===== config.mk =====
export PLATFORM = sky130hd
export DESIGN_NAME = video_scanout
export DESIGN_NICKNAME = d
export VERILOG_FILES = /design/src/rtl/video_pkg.sv /design/src/rtl/ntsc_palette.sv /design/src/rtl/video_scanout.sv
export SDC_FILE = /design/constraint.sdc
export NUM_CORES = 1
export LEC_CHECK = 0
export CAP_MARGIN = 20
export CORE_ASPECT_RATIO = 0.6
export CORE_MARGIN = 1
export CORE_UTILIZATION = 50
export CTS_BUF_LIST = sky130_fd_sc_hd__clkbuf_8
export CTS_CLUSTER_DIAMETER = 150
export DETAILED_ROUTE_END_ITERATION = 8
export PLACE_DENSITY = 0.82
export SLEW_MARGIN = 10
export SYNTH_ARGS = -nofsm -noshare
export SYNTH_HDL_FRONTEND = slang
export SYNTH_HIERARCHICAL = 1
export SYNTH_SLANG_ARGS = --single-unit

===== constraint.sdc =====
create_clock -name clk_i -period 2.48 [get_ports clk_i]
set_input_delay 0.248 -clock clk_i [delete_from_list [all_inputs] [get_ports clk_i]]
set_output_delay 0.248 -clock clk_i [all_outputs]
set_load 0.01 [all_outputs]

===== src/rtl/video_pkg.sv =====
// video_pkg: shared VGA timing, source geometry, RGB type and the NTSC index-to-RGB mapping
package video_pkg;

    localparam int SRC_W    = 160;
    localparam int SRC_H    = 240;
    localparam int H_ACTIVE = 640;
    localparam int H_FP     = 16;
    localparam int H_SYNC   = 96;
    localparam int H_BP     = 48;
    localparam int V_ACTIVE = 480;
    localparam int V_FP     = 10;
    localparam int V_SYNC   = 2;
    localparam int V_BP     = 33;

    localparam logic [9:0] H_TOTAL      = 10'(H_ACTIVE + H_FP + H_SYNC + H_BP);
    localparam logic [9:0] V_TOTAL      = 10'(V_ACTIVE + V_FP + V_SYNC + V_BP);
    localparam logic [9:0] H_SYNC_START = 10'(H_ACTIVE + H_FP);
    localparam logic [9:0] H_SYNC_END   = 10'(H_ACTIVE + H_FP + H_SYNC);
    localparam logic [9:0] V_SYNC_START = 10'(V_ACTIVE + V_FP);
    localparam logic [9:0] V_SYNC_END   = 10'(V_ACTIVE + V_FP + V_SYNC);

    typedef struct packed {
        logic [7:0] r;
        logic [7:0] g;
        logic [7:0] b;
    } rgb_t;

    // Index = {hue[3:0], lum[2:0]}: hue bits 0..2 tint r/g/b, hue bit 3 warms all channels
    function automatic logic [7:0] ntsc_chan(input logic [2:0] lum, input logic hue, input logic warm);
        logic [8:0] w_sum;
        w_sum = {1'b0, lum, 5'b10000} + (hue ? 9'd32 : 9'd0) + (warm ? 9'd16 : 9'd0);
        return w_sum[8] ? 8'hFF : w_sum[7:0];
    endfunction

    function automatic rgb_t ntsc_rgb(input logic [6:0] idx);
        return {ntsc_chan(idx[2:0], idx[3], idx[6]),
                ntsc_chan(idx[2:0], idx[4], idx[6]),
                ntsc_chan(idx[2:0], idx[5], idx[6])};
    endfunction

endpackage


===== src/rtl/ntsc_palette.sv =====
// ntsc_palette: 128-entry colour ROM with registered, blank-gated read (final pipeline stage)
module ntsc_palette
    import video_pkg::*;
(
    input  logic        clk_i,
    input  logic        rst_ni,
    input  logic        en_i,
    input  logic        act_i,
    input  logic [6:0]  idx_i,
    output logic [23:0] rgb_o
);

    rgb_t r_rgb;

    always_ff @(posedge clk_i or negedge rst_ni) begin
        if (!rst_ni)
            r_rgb <= '0;
        else if (en_i)
            r_rgb <= act_i ? ntsc_rgb(idx_i) : '0;
    end

    assign rgb_o = r_rgb;

endmodule


===== src/rtl/video_scanout.sv =====
// video_scanout: 640x480 timing, 4x/2x scaled framebuffer fetch and palette output pipeline
module video_scanout
    import video_pkg::*;
#(
    parameter int DATA_WIDTH   = 7,
    parameter int ADDR_WIDTH   = 16,
    parameter int V_ACT_LINES  = V_ACTIVE,
    parameter int V_FP_LINES   = V_FP,
    parameter int V_SYNC_LINES = V_SYNC,
    parameter int V_BP_LINES   = V_BP
)(
    input  logic                  clk_i,
    input  logic                  rst_ni,
    input  logic                  pix_en_i,
    output logic [ADDR_WIDTH-1:0] fb_addr_o,
    output logic                  fb_rd_o,
    input  logic [DATA_WIDTH-1:0] fb_dat_i,
    output logic [7:0]            red_o,
    output logic [7:0]            green_o,
    output logic [7:0]            blue_o,
    output logic                  hsync_o,
    output logic                  vsync_o,
    output logic                  de_o,
    output logic                  frame_start_o
);

    localparam logic [9:0] H_LAST   = H_TOTAL - 10'd1;
    localparam logic [9:0] H_ACT    = 10'(H_ACTIVE);
    localparam logic [9:0] V_ACT    = 10'(V_ACT_LINES);
    localparam logic [9:0] V_LAST   = 10'(V_ACT_LINES + V_FP_LINES + V_SYNC_LINES + V_BP_LINES - 1);
    localparam logic [9:0] V_VS_BEG = 10'(V_ACT_LINES + V_FP_LINES);
    localparam logic [9:0] V_VS_END = 10'(V_ACT_LINES + V_FP_LINES + V_SYNC_LINES);

    logic [9:0]            r_hcnt, r_vcnt;
    logic                  r_hs0, r_vs0, r_fs0;
    logic                  r_act1, r_hs1, r_vs1, r_fs1, r_fs2;
    logic                  w_hwrap, w_act, w_hs, w_vs;
    logic [ADDR_WIDTH-1:0] w_y, w_x;
    logic [23:0]           w_rgb;

    assign w_hwrap = r_hcnt == H_LAST;
    assign w_act   = (r_hcnt < H_ACT) && (r_vcnt < V_ACT);
    assign w_hs    = (r_hcnt >= H_SYNC_START) && (r_hcnt < H_SYNC_END);
    assign w_vs    = (r_vcnt >= V_VS_BEG) && (r_vcnt < V_VS_END);
    // Dropping low counter bits replicates each source pixel 4x and each source line 2x
    assign w_y     = ADDR_WIDTH'(r_vcnt[9:1]);
    assign w_x     = ADDR_WIDTH'(r_hcnt[9:2]);

    always_ff @(posedge clk_i or negedge rst_ni) begin
        if (!rst_ni) begin
            r_hcnt    <= '0;
            r_vcnt    <= '0;
            fb_addr_o <= '0;
            fb_rd_o   <= 1'b0;
            r_hs0     <= 1'b1;
            r_vs0     <= 1'b1;
            r_fs0     <= 1'b0;
            r_act1    <= 1'b0;
            r_hs1     <= 1'b1;
            r_vs1     <= 1'b1;
            r_fs1     <= 1'b0;
            de_o      <= 1'b0;
            hsync_o   <= 1'b1;
            vsync_o   <= 1'b1;
            r_fs2     <= 1'b0;
        end else if (pix_en_i) begin
            r_hcnt  <= w_hwrap ? '0 : r_hcnt + 10'd1;
            if (w_hwrap)
                r_vcnt <= (r_vcnt == V_LAST) ? '0 : r_vcnt + 10'd1;
            fb_rd_o <= w_act;
            if (w_act)
                fb_addr_o <= (w_y << 7) + (w_y << 5) + w_x;
            r_hs0   <= !w_hs;
            r_vs0   <= !w_vs;
            r_fs0   <= (r_hcnt == 10'd0) && (r_vcnt == 10'd0);
            r_act1  <= fb_rd_o;
            r_hs1   <= r_hs0;
            r_vs1   <= r_vs0;
            r_fs1   <= r_fs0;
            de_o    <= r_act1;
            hsync_o <= r_hs1;
            vsync_o <= r_vs1;
            r_fs2   <= r_fs1;
        end
    end

    // fb_dat_i arrives one pix_en after the address, so it lines up with r_act1 here
    ntsc_palette u_palette (
        .clk_i  (clk_i),
        .rst_ni (rst_ni),
        .en_i   (pix_en_i),
        .act_i  (r_act1),
        .idx_i  (fb_dat_i[6:0]),
        .rgb_o  (w_rgb)
    );

    assign {red_o, green_o, blue_o} = w_rgb;
    assign frame_start_o = r_fs2 && pix_en_i;

endmodule

==> impl_results.md <==
* Run status: finished clean
* Core area at about 6800 um^2
* Flops & latches, synth at 63
* Ys async rst share at 1.000
* Drt first-iter violations at 240
* Clock power share at 0.341
* CTS tree: built
* Unrepaired setup endpoints after global routing: false
* Multi-input logic area at approximately 1700 um^2
* Sw Share at 0.2929
* Seq/Total Area, Yosys at 0.4475
* Yosys top cell by area: dfrtp_1
* Top delay family on crit path: adder cells
* Post-CTS setup buffer count at 0
* Cells after DPL at 500
* DR DRC count at 0
* GPL Wtd Cong at 0.8546
* Worst-Skew Late Latency at roughly 0.35 ns
* Drt total wl at roughly 8300 um
* Top post-synthesis cells by area: dfrtp_1, ha_1, nand2_1
* Max FO, Critical Path at 4
* Overall die width at approximately 110 um
* Leak Pwr at between 2 and 2.5 nW
* Routed length per instance at 16.12 um
* Layout Utilization at 0.6522
* CTS HTree Levels at 3
* Number of global-route vias before repair at approximately 2700
* Crit path capture type: register
* Cell mode on critical path: fa_1
* Ys flop type: dfrtp_1
* Remaining antenna violation count after routing at 0
* Grt total ovfl at 0
* I/O pin cnt at 55
* Critical path, cell by cell: inv_1, fa_1, fa_1, nor2b_2, o31ai_1, a2111o_1, o211ai_1
* Mapped Cells at roughly 370
* DRT Pass-1 Iters at 5
* Slew Limit Headroom at 0.6351
* Worst path bufs/invs at 1
* Clk slew on worst S/H paths at 0.07 ns
* Worst Setup Start Kind: register
* Leading cell types in the layout, fill and taps excluded: dfrtp_1, clkdlybuf4s50_1, nand2_1, inv_1, o21ai_0
* Slew Viols, Final at 0
* Root Buffer Master: clkbuf_8
* Reg power frac at 0.468
* Number of max-cap violations at 0
* Post-Syn Area at ~3500 um^2
* CP Class: register to register
* Register area at ~1600 um^2
* Non-Filler Instances at between 500 and 600
* Comb power frac at 0.191
* Max Freq at roughly 430 MHz
* Largest net degree at the start of global routing at 43
* Critical path arrival at between 2 and 3 ns
* Final HPWL DP at roughly 6100 um
* Total track usage at 0.2403
* Yosys warning count at 6
* DR vias/cell at ~5.6
* Setup ws final at 0.1309 ns
* Critical Path Max Stage Delay at a little under 0.5 ns
* PD cells at 619.2 nW/um^2
* # setup viols final at 0
* Worst path required time at around 2.7 ns
* Num CTS Buffers at 9
* FP Rows at 23
* Die Span Y at roughly 67 um
* Bufs on Longest Clock Path at 2
* Netlist cell types at 54
* First-pass GRT wire length at between 10000 and 15000 um
* Diode count at 0
* Net switching power figure at 799.9 uW
* Die ar. at between 7000 and 8000 um^2
* Fin Clk Skew at ~0.008 ns
* Layout area overhead at 24.60%
* Share of layout cells above drive strength 1 at 0.1233
* Min Tclk post-route at approximately 2.3 ns
* Setup_tns at 0 ns
* Hold Vio Cnt, Final at 0
* Slowest CP cell: fa_1
* Post-route clock period utilization at 0.9472
* TritonCTS sink count at 63
* Most common cell after layout, fill and taps aside: dfrtp_1
* DP Worst Slack at ~0.04 ns
* Final nets at between 400 and 500
* Worst-margin pin slew at between 0.5 and 0.6 ns
* Synth top area share at 0.4030
* VDD IR-drop max at around 400 uV
* Initial antenna violation count at 0
* Slack of the worst reg-to-reg path at about 0.13 ns
* Starting Density at 0.5234
* Number of synthesized flops with an enable pin at 0
* Net Count, Synth at 404
* Via count at 2882
* Worst Hold Class: input port to asynchronous set/reset pin
* Internal Power at 1.931 mW
* Avg Cell Area, Syn at about 9.7 um^2
* Port Buffers at between 50 and 60
* # fillers at 549
## per-layer routing
layer | global-route usage | part of all wire | vias to the layer above
met1 | 0.3522 | 0.49 | 1378
li1 | - | - | 1377
met2 | 0.3432 | 0.43 | 117
met4 | 0.09500 | 0.012 | 0
met3 | 0.05835 | 0.062 | 10
met5 | 0 | 0 | -
## state kept, by name, summed over array words and instances (netlist names)
| name | cells |
|---|---|
| r_fs1 | 1 |
| r_hcnt | 10 |
| r_vs0 | 1 |
| fb_rd_o | 1 |
| vsync_o | 1 |
| r_act1 | 1 |
| u_palette/rgb_o | 15 |
| r_hs0 | 1 |
| hsync_o | 1 |
| r_fs2 | 1 |
| fb_addr_o | 16 |
| r_fs0 | 1 |
| r_vcnt | 10 |
| r_vs1 | 1 |
| de_o | 1 |
| r_hs1 | 1 |
## stage by stage
| stage | hold WS, ns | power [mW] | cell area (um^2) |
|---|---|---|---|
| floorplan | -0.04759 | 1.555 | 3540 |
| global placement | 0.2048 | 1.789 | 4179 |
| detailed placement | 0.2016 | 1.810 | 4179 |
| CTS | 0.3547 | 2.745 | 4397 |
| global route | 0.3959 | 2.887 | 4410 |
| finish | 0.3725 | 2.731 | 4410 |
## Yosys cell counts (4+ instances only)
cell and number:
a21oi_1 10, buf_4 9, clkbuf_1 8, dfrtp_1 57, dfstp_2 6, fa_1 5
ha_1 24, inv_1 33, mux2_2 8, nand2_1 49, nand3_1 13, nand4_1 5
nor2_1 19, nor2b_1 6, nor3_1 5, nor4_1 4, o21a_1 5, o21ai_0 27
o221ai_1 6, or2_1 4, xnor2_1 10, xor2_1 6
## path summary, 6_finish.rpt
kind / start / end / depth (start not counted)
worst max register to register: r_vcnt[1] / fb_addr_o[12] / 7
worst max-delay path: r_vcnt[1] / fb_addr_o[12] / 7
worst min-delay path: rst_ni / u_palette/rgb_o[23] / 2
max in group asynchronous: rst_ni / r_vs0 / 3
min in group clk_i: fb_addr_o[4] / fb_addr_o[4] / 2
worst min register to register: fb_addr_o[4] / fb_addr_o[4] / 2
## area by class of cell
| cell class | instances | share of cell area |
|---|---|---|
| inverter | 33 | 0.02809 |
| tap | 87 | 0.02468 |
| sequential | 63 | 0.3591 |
| clock inverter | 5 | 0.01277 |
| clock buffer | 11 | 0.03433 |
| multi-input combinational | 248 | 0.3918 |
| timing repair buffer | 70 | 0.1492 |
## cell families after synthesis
kind of cell               count (synthesis)  synth area share
adders and majority gates                 29            0.1131
buffers and inverters                     54           0.06822
muxes                                      9           0.02828
xor gates and xnor gates                  16           0.03959
AOI/OAI and AO/OA                         73            0.1333
and+or+nand+nor                          121            0.1700
DFF                                       63            0.4475
## power groups by stage
| stage | clock network, mW | registers (mW) | logic, mW |
|---|---|---|---|
| final | 0.931 | 1.28 | 0.521 |
| after global placement | 0 | 1.29 | 0.502 |
| after CTS | 0.949 | 1.28 | 0.520 |
| after global routing | 1.00 | 1.30 | 0.584 |
| after detailed placement | 0 | 1.29 | 0.515 |
| after floorplan | 0 | 1.27 | 0.283 |
## repair_timing
action | CTS | global route
resized for setup | 0 | 5
hold buffers | 1 | 0
hold endpoints to repair | 15 | 0
endpoints found under the setup margin | 0 | 4
No activity file was read; power rests on OpenSTA's default activity.
